===== config.mk =====
export PLATFORM = sky130hd
export DESIGN_NAME = simon_cfg_key_loader_flat
export DESIGN_NICKNAME = d
export VERILOG_FILES = /design/src/rtl/simon_cfg_key_loader_pkg.sv /design/src/rtl/simon_cfg_key_loader_if.sv /design/src/rtl/simon_cfg_key_loader.sv /design/src/flat_wrapper.sv
export SDC_FILE = /design/constraint.sdc
export NUM_CORES = 1
export LEC_CHECK = 0
export CAP_MARGIN = 20
export CORE_ASPECT_RATIO = 0.75
export CORE_MARGIN = 1.5
export CORE_UTILIZATION = 45
export DETAILED_ROUTE_END_ITERATION = 10
export HOLD_SLACK_MARGIN = 0.12
export PLACE_DENSITY = 0.74
export SLEW_MARGIN = 20
export SYNTH_ARGS = -nofsm -noshare
export SYNTH_HDL_FRONTEND = slang
export SYNTH_SLANG_ARGS = --single-unit

===== constraint.sdc =====
create_clock -name clk -period 5.6 [get_ports clk]
set_input_delay 1.68 -clock clk [delete_from_list [all_inputs] [get_ports clk]]
set_output_delay 1.68 -clock clk [all_outputs]
set_load 0.05 [all_outputs]

===== src/rtl/simon_cfg_key_loader_pkg.sv =====
// Shared constants and types for the simon_cfg key loader.
package simon_cfg_key_loader_pkg;

  localparam int unsigned SIMON_CFG_KEY_WORDS = 8;
  localparam int unsigned SIMON_CFG_START_IDX = 8;

  typedef enum logic [1:0] {
    OKAY   = 2'b00,
    EXOKAY = 2'b01,
    SLVERR = 2'b10,
    DECERR = 2'b11
  } axi_resp_e;

  // Reported on done_resp when the B channel never answers
  localparam logic [1:0] LOADER_TIMEOUT_RESP = 2'b11;

endpackage


===== src/rtl/simon_cfg_key_loader_if.sv =====
// AXI4-Lite write-only config bus between the key loader and simon_cfg.
interface simon_cfg_key_loader_if #(
  parameter int unsigned ADDR_WIDTH = 32,
  parameter int unsigned DATA_WIDTH = 32,
  parameter int unsigned PROT_WIDTH = 1,
  parameter int unsigned RESP_WIDTH = 2,
  parameter int unsigned STRB_WIDTH = 4
);

  logic [ADDR_WIDTH-1:0] awaddr;
  logic [PROT_WIDTH-1:0] awprot;
  logic                  awvalid;
  logic                  awready;
  logic [DATA_WIDTH-1:0] wdata;
  logic [STRB_WIDTH-1:0] wstrb;
  logic                  wvalid;
  logic                  wready;
  logic [RESP_WIDTH-1:0] bresp;
  logic                  bvalid;
  logic                  bready;

  modport master (
    output awaddr, awprot, awvalid, wdata, wstrb, wvalid, bready,
    input  awready, wready, bresp, bvalid
  );

  modport slave (
    input  awaddr, awprot, awvalid, wdata, wstrb, wvalid, bready,
    output awready, wready, bresp, bvalid
  );

endinterface


===== src/rtl/simon_cfg_key_loader.sv =====
// Loads a whole Simon key into simon_cfg over AXI4-Lite, one 32-bit word per write,
// LSW first, optionally followed by a write of 1 to the start register.
module simon_cfg_key_loader
  import simon_cfg_key_loader_pkg::*;
#(
  parameter int unsigned KEYLEN_BYTES   = 32,
  parameter int unsigned CFG_DATA_WIDTH = 32,
  parameter int unsigned CFG_ADDR_WIDTH = 32,
  parameter int unsigned CFG_PROT_WIDTH = 1,
  parameter int unsigned CFG_RESP_WIDTH = 2,
  parameter int unsigned CFG_STRB_WIDTH = 4,
  parameter logic [CFG_ADDR_WIDTH-1:0] BASE_ADDR = '0,
  parameter int unsigned TIMEOUT_CYCLES = 256
) (
  input  logic                      clk,
  input  logic                      rst_n,
  input  logic                      key_req_valid,
  output logic                      key_req_ready,
  input  logic [KEYLEN_BYTES*8-1:0] key_req_data,
  input  logic                      key_req_kick,
  output logic                      done_valid,
  output logic                      done_err,
  output logic [CFG_RESP_WIDTH-1:0] done_resp,
  simon_cfg_key_loader_if.master    simon_cfg
);

  localparam int unsigned NWORDS = KEYLEN_BYTES / 4;
  localparam int unsigned IDX_W  = $clog2(NWORDS + 1);
  localparam int unsigned TO_W   = $clog2(TIMEOUT_CYCLES);
  localparam int unsigned KEY_W  = KEYLEN_BYTES * 8;

  typedef enum logic [1:0] {StIdle, StXfer, StResp, StDone} state_e;

  state_e                    state_q, state_d;
  logic [KEY_W-1:0]          shreg_q, shreg_d;
  logic                      kick_q, kick_d;
  logic [IDX_W-1:0]          idx_q, idx_d;
  logic                      aw_pend_q, aw_pend_d;
  logic                      w_pend_q, w_pend_d;
  logic [TO_W-1:0]           to_cnt_q, to_cnt_d;
  logic                      done_valid_q, done_valid_d;
  logic                      done_err_q, done_err_d;
  logic [CFG_RESP_WIDTH-1:0] done_resp_q, done_resp_d;
  // Low only while in reset, so ready/bready stay low until the first clock after release
  logic                      active_q;

  logic [IDX_W-1:0]          nlast;
  logic                      aw_done;
  logic                      w_done;

  assign nlast = kick_q ? IDX_W'(NWORDS) : IDX_W'(NWORDS - 1);

  assign key_req_ready     = active_q && (state_q == StIdle);
  assign simon_cfg.awvalid = aw_pend_q;
  assign simon_cfg.wvalid  = w_pend_q;
  assign simon_cfg.awaddr  = BASE_ADDR + CFG_ADDR_WIDTH'({idx_q, 2'b00});
  assign simon_cfg.awprot  = '0;
  assign simon_cfg.wstrb   = '1;
  assign simon_cfg.wdata   = (idx_q == IDX_W'(NWORDS)) ? CFG_DATA_WIDTH'(1)
                                                       : shreg_q[CFG_DATA_WIDTH-1:0];
  // Idle also accepts B so stray responses are drained and ignored
  assign simon_cfg.bready  = active_q && ((state_q == StIdle) || (state_q == StResp));

  assign done_valid = done_valid_q;
  assign done_err   = done_err_q;
  assign done_resp  = done_resp_q;

  // A channel counts as finished if it already handshook or handshakes this cycle
  assign aw_done = !aw_pend_q || simon_cfg.awready;
  assign w_done  = !w_pend_q || simon_cfg.wready;

  // Next-state and datapath updates for the transfer sequencer
  always_comb begin
    state_d      = state_q;
    shreg_d      = shreg_q;
    kick_d       = kick_q;
    idx_d        = idx_q;
    aw_pend_d    = aw_pend_q;
    w_pend_d     = w_pend_q;
    to_cnt_d     = to_cnt_q;
    done_valid_d = 1'b0;
    done_err_d   = 1'b0;
    done_resp_d  = '0;

    unique case (state_q)
      StIdle: begin
        if (key_req_valid && key_req_ready) begin
          shreg_d   = key_req_data;
          kick_d    = key_req_kick;
          idx_d     = '0;
          aw_pend_d = 1'b1;
          w_pend_d  = 1'b1;
          state_d   = StXfer;
        end
      end
      StXfer: begin
        if (aw_pend_q && simon_cfg.awready) aw_pend_d = 1'b0;
        if (w_pend_q && simon_cfg.wready) w_pend_d = 1'b0;
        if (aw_done && w_done) begin
          to_cnt_d = '0;
          state_d  = StResp;
        end
      end
      StResp: begin
        if (simon_cfg.bvalid) begin
          if (simon_cfg.bresp != CFG_RESP_WIDTH'(OKAY)) begin
            done_valid_d = 1'b1;
            done_err_d   = 1'b1;
            done_resp_d  = simon_cfg.bresp;
            state_d      = StDone;
          end else if (idx_q == nlast) begin
            done_valid_d = 1'b1;
            state_d      = StDone;
          end else begin
            idx_d     = idx_q + IDX_W'(1);
            shreg_d   = shreg_q >> CFG_DATA_WIDTH;
            aw_pend_d = 1'b1;
            w_pend_d  = 1'b1;
            state_d   = StXfer;
          end
        end else if (to_cnt_q == TO_W'(TIMEOUT_CYCLES - 1)) begin
          done_valid_d = 1'b1;
          done_err_d   = 1'b1;
          done_resp_d  = CFG_RESP_WIDTH'(LOADER_TIMEOUT_RESP);
          state_d      = StDone;
        end else begin
          to_cnt_d = to_cnt_q + TO_W'(1);
        end
      end
      StDone: begin
        state_d = StIdle;
      end
      default: state_d = StIdle;
    endcase
  end

  // State register; reset drops every valid and strobe immediately
  always_ff @(posedge clk or negedge rst_n) begin
    if (!rst_n) begin
      state_q      <= StIdle;
      shreg_q      <= '0;
      kick_q       <= 1'b0;
      idx_q        <= '0;
      aw_pend_q    <= 1'b0;
      w_pend_q     <= 1'b0;
      to_cnt_q     <= '0;
      done_valid_q <= 1'b0;
      done_err_q   <= 1'b0;
      done_resp_q  <= '0;
      active_q     <= 1'b0;
    end else begin
      state_q      <= state_d;
      shreg_q      <= shreg_d;
      kick_q       <= kick_d;
      idx_q        <= idx_d;
      aw_pend_q    <= aw_pend_d;
      w_pend_q     <= w_pend_d;
      to_cnt_q     <= to_cnt_d;
      done_valid_q <= done_valid_d;
      done_err_q   <= done_err_d;
      done_resp_q  <= done_resp_d;
      active_q     <= 1'b1;
    end
  end

endmodule


===== src/flat_wrapper.sv =====
// flat-port wrapper written by rule: the top's interface ports become plain ports
module simon_cfg_key_loader_flat import simon_cfg_key_loader_pkg::*;
#(
  parameter int unsigned KEYLEN_BYTES   = 32,
  parameter int unsigned CFG_DATA_WIDTH = 32,
  parameter int unsigned CFG_ADDR_WIDTH = 32,
  parameter int unsigned CFG_PROT_WIDTH = 1,
  parameter int unsigned CFG_RESP_WIDTH = 2,
  parameter int unsigned CFG_STRB_WIDTH = 4,
  parameter logic [CFG_ADDR_WIDTH-1:0] BASE_ADDR = '0,
  parameter int unsigned TIMEOUT_CYCLES = 256
)
  (clk, rst_n, key_req_valid, key_req_ready, key_req_data, key_req_kick, done_valid, done_err, done_resp, simon_cfg_awaddr, simon_cfg_awprot, simon_cfg_awvalid, simon_cfg_wdata, simon_cfg_wstrb, simon_cfg_wvalid, simon_cfg_bready, simon_cfg_awready, simon_cfg_wready, simon_cfg_bresp, simon_cfg_bvalid);
  simon_cfg_key_loader_if #(.ADDR_WIDTH(32), .DATA_WIDTH(32), .PROT_WIDTH(1), .RESP_WIDTH(2), .STRB_WIDTH(4)) simon_cfg_i ();
  input  logic clk;
  input  logic rst_n;
  input  logic key_req_valid;
  output logic key_req_ready;
  input  logic [KEYLEN_BYTES*8-1:0] key_req_data;
  input  logic key_req_kick;
  output logic done_valid;
  output logic done_err;
  output logic [CFG_RESP_WIDTH-1:0] done_resp;
  output wire logic [$bits(simon_cfg_i.awaddr)-1:0] simon_cfg_awaddr;
  output wire logic [$bits(simon_cfg_i.awprot)-1:0] simon_cfg_awprot;
  output wire logic [$bits(simon_cfg_i.awvalid)-1:0] simon_cfg_awvalid;
  output wire logic [$bits(simon_cfg_i.wdata)-1:0] simon_cfg_wdata;
  output wire logic [$bits(simon_cfg_i.wstrb)-1:0] simon_cfg_wstrb;
  output wire logic [$bits(simon_cfg_i.wvalid)-1:0] simon_cfg_wvalid;
  output wire logic [$bits(simon_cfg_i.bready)-1:0] simon_cfg_bready;
  input wire logic [$bits(simon_cfg_i.awready)-1:0] simon_cfg_awready;
  input wire logic [$bits(simon_cfg_i.wready)-1:0] simon_cfg_wready;
  input wire logic [$bits(simon_cfg_i.bresp)-1:0] simon_cfg_bresp;
  input wire logic [$bits(simon_cfg_i.bvalid)-1:0] simon_cfg_bvalid;
  assign simon_cfg_awaddr = simon_cfg_i.awaddr;
  assign simon_cfg_awprot = simon_cfg_i.awprot;
  assign simon_cfg_awvalid = simon_cfg_i.awvalid;
  assign simon_cfg_wdata = simon_cfg_i.wdata;
  assign simon_cfg_wstrb = simon_cfg_i.wstrb;
  assign simon_cfg_wvalid = simon_cfg_i.wvalid;
  assign simon_cfg_bready = simon_cfg_i.bready;
  assign simon_cfg_i.awready = simon_cfg_awready;
  assign simon_cfg_i.wready = simon_cfg_wready;
  assign simon_cfg_i.bresp = simon_cfg_bresp;
  assign simon_cfg_i.bvalid = simon_cfg_bvalid;
  simon_cfg_key_loader #(.KEYLEN_BYTES(KEYLEN_BYTES), .CFG_DATA_WIDTH(CFG_DATA_WIDTH), .CFG_ADDR_WIDTH(CFG_ADDR_WIDTH), .CFG_PROT_WIDTH(CFG_PROT_WIDTH), .CFG_RESP_WIDTH(CFG_RESP_WIDTH), .CFG_STRB_WIDTH(CFG_STRB_WIDTH), .BASE_ADDR(BASE_ADDR), .TIMEOUT_CYCLES(TIMEOUT_CYCLES)) u_core (.clk(clk), .rst_n(rst_n), .key_req_valid(key_req_valid), .key_req_ready(key_req_ready), .key_req_data(key_req_data), .key_req_kick(key_req_kick), .done_valid(done_valid), .done_err(done_err), .done_resp(done_resp), .simon_cfg(simon_cfg_i));
endmodule

==> flow_summary.ini <==
[timing]
hold_violations = 0
slew_violations = 0
fmax_mhz = 220.5
final.period_utilization = 0.8098
setup_violations = 0
tightest_slew_ns = 1.031
grt_setup_unrepaired = no
tns_ns = 0
fin_skew_ns = 0.01235
slew-limit-headroom = 0.3125
fin_crit_ns = 4.535

[worst_hold_path]
hold_start = u_core.shreg_q[7]$_DFFE_PN0P_
hold_class = reg -> reg
hold_end = u_core.shreg_q[7]$_DFFE_PN0P_
hold_depth = 1

[yosys]
synth_top_cell_by_area = dfrtp_1
synth_seq_cells = 278
yosysWarnings = 0
synth.cell_area_um2 = 14720
synth.top_cell.area_share = 0.4727
yosys.cell_types.count = 43
synthTopCellsByArea = dfrtp_1 (47%), mux2_4 (18%), nand2_1 (16%)
avgSynthCellArea_um2 = 9.850
ys_seq_area_frac = 0.4727
synthFlopType = dfrtp_1
syn_inst = 1494
synth_edf_count = 0
synthArstFlopShare = 1.000

[clocking]
clk_latency_ns = 0.55
numCtsBuffers = 29
clock_sinks = 278
cts.path.max_buffers = 3
cts_hold_buffers = 0
root_buffer = clkbuf_16
cts_tree = yes
cts_setup_buffers = 0
cts_resized = 0
htreeDepth = 1
cts.clk_slew.worst_paths_ns = 0.06

[floorplanning]
rows = 57
die_height_um = 159.6
start_util = 0.4555
fp.dieW_um = 211.8
coreArea_um2 = 32310
die-area_um2 = 33810
ios = 342

[critical_path]
r2r_setup_slack_ns = 2.86
worstRegToRegCells = 5
timing.rr.end = u_core.shreg_q[113]$_DFFE_PN0P_
cp_data_required_time_ns = 3.92
start_kind = register
path_class = reg -> out
crit_fanout = 23
regToRegStartpoint = u_core.state_q[1]$_DFFE_PN0P_
endpoint_kind = output pin
worstPathArrival_ns = 2.85

[routing]
antenna_left = 0
initialDrtViolationCount = 727
top_layer = met5
met2_wirelength_um = 16610
first_pass_iters = 4
routed_via_density = 4.928
m1WireLength_um = 15940
post-route-drc-count = 0
wl_met3_um = 2246
wl_per_cell_um = 15.88
wirelength_um = 35330
num_vias = 10970

[placed_design]
placed_cells = 2169
hpwl_um = 23900
globalplace.congestion = 0.8091
port-buffer-count = 308

[pwr]
finalPower_mw = 10.04
cellPowerDensity_nw_per_um2 = 533.1
seq_power_share = 0.354
share_comb_of_total_power = 0.450
vdd_drop_max_mv = 0.4014
p_switching_mw = 3.685
p_sw_frac = 0.3670
clockPowerShare = 0.196
p_int_mw = 6.355
cellLeakagePower_nw = 9.060

[flow_run]
drv_cap = 0

[global_routing]
antenna_found_initial = 5
grt-ovfl-total = 0
grt_pass1_wl_um = 57570
grt_max_degree = 153
grtUsageTotal = 0.2103
grt_pass1_vias = 11200

[layout]
fin_cells = 2225
nets = 2027
final_common_cell = nand2_1
fill_cells = 2736
area_growth_pct = 27.97
layout_common_cells = nand2_1 (620), clkdlybuf4s50_1 (307), dfrtp_1 (278), mux2_4 (175), o21ai_0 (71)
drive_above_1_share = 0.1686

[run_status]
outcome = finished, final reports clean
==> critical path, cell delays in order, from the launching register on <==
cell and delay [ns]:
dfrtp_1 0.41, inv_1 0.10, ha_1 0.20, nand3b_1 0.34, buf_6 0.26, and2_1 0.17
clkdlybuf4s50_1 0.80
==> worst max path at each step <==
stage / cells after the start / startpoint / endpoint
after CTS: 5 / u_core.idx_q[0]$_DFFE_PN0P_ / simon_cfg_wdata[22]
after global placement: 6 / simon_cfg_bvalid / u_core.shreg_q[142]$_DFFE_PN0P_
after floorplan: 5 / u_core.idx_q[0]$_DFFE_PN0P_ / simon_cfg_wdata[10]
after global routing: 6 / u_core.idx_q[0]$_DFFE_PN0P_ / simon_cfg_wdata[16]
final: 6 / u_core.idx_q[0]$_DFFE_PN0P_ / simon_cfg_wdata[22]
after detailed placement: 5 / u_core.idx_q[0]$_DFFE_PN0P_ / simon_cfg_wdata[22]
==> through the flow <==
| stage | utilization | hold slack, ns | area, um^2 | setup slack [ns] |
|---|---|---|---|---|
| 2_1_floorplan | - | 0.4716 | 14840 | 2.124 |
| 3_3_place_gp | 0.5524 | 0.4836 | 17850 | 1.195 |
| 3_5_place_dp | 0.5524 | 0.4863 | 17850 | 1.133 |
| 4_1_cts | 0.5823 | 0.5070 | 18810 | 0.5357 |
| 5_1_grt | 0.5826 | 0.5211 | 18820 | 0.9091 |
| 6_report | 0.5829 | 0.5050 | 18830 | 1.065 |
==> final cells by class <==
cell class,instances,area (um^2),area share
Clock inverter,12,141.4,0.007507
Timing Repair Buffer,330,3344,0.1776
Multi-Input combinational cell,1084,6869,0.3647
Inverter,36,135.1,0.007175
Tap cell,442,553.0,0.02936
Sequential cell,278,6957,0.3694
Clock buffer,39,823.3,0.04372
Antenna cell,4,10.01,0.0005315
==> logic make-up after synthesis <==
kind of cell,share of synthesized area
and+or+nand+nor,0.1983
DFF,0.4727
muxes,0.2175
buffers and inverters,0.07023
AOI/OAI and AO/OA,0.03826
adders and majority gates,0.002551
other,0.0005103
==> state kept, by name (all words and copies together), names as in the netlist <==
name,cells
u_core.kick_q,1
u_core.simon_cfg.wvalid,1
u_core.active_q,1
u_core.shreg_q,256
u_core.done_resp,2
u_core.idx_q,4
u_core.simon_cfg.awvalid,1
u_core.to_cnt_q,8
u_core.done_valid,1
u_core.done_err,1
u_core.state_q,2
==> cells in the mapped netlist (all sizes together), types with 7 or more instances <==
cell,count
dfrtp,278
and2,32
nor2,7
o21ai,71
inv,36
clkbuf,59
nand2,620
nand3,40
nand2b,7
a21oi,7
mux2,225
buf,69
==> per-layer routing <==
| metal | vias to the layer above | track usage |
|---|---|---|
| met3 | 45 | 0.05034 |
| met2 | 277 | 0.3449 |
| met4 | 2 | 0.03636 |
| met1 | 5359 | 0.2866 |
| li1 | 5282 | - |
| met5 | - | 0 |
==> power groups by stage <==
stage | Combinational [mW] | Sequential [mW] | Clock (mW)
finish | 4.52 | 3.55 | 1.97
CTS | 4.57 | 3.54 | 2.01
global route | 4.92 | 3.67 | 2.10
detailed placement | 4.56 | 3.54 | 0
floorplan | 3.53 | 3.44 | 0
global placement | 4.46 | 3.53 | 0
No activity file was read; power rests on OpenSTA's default activity.
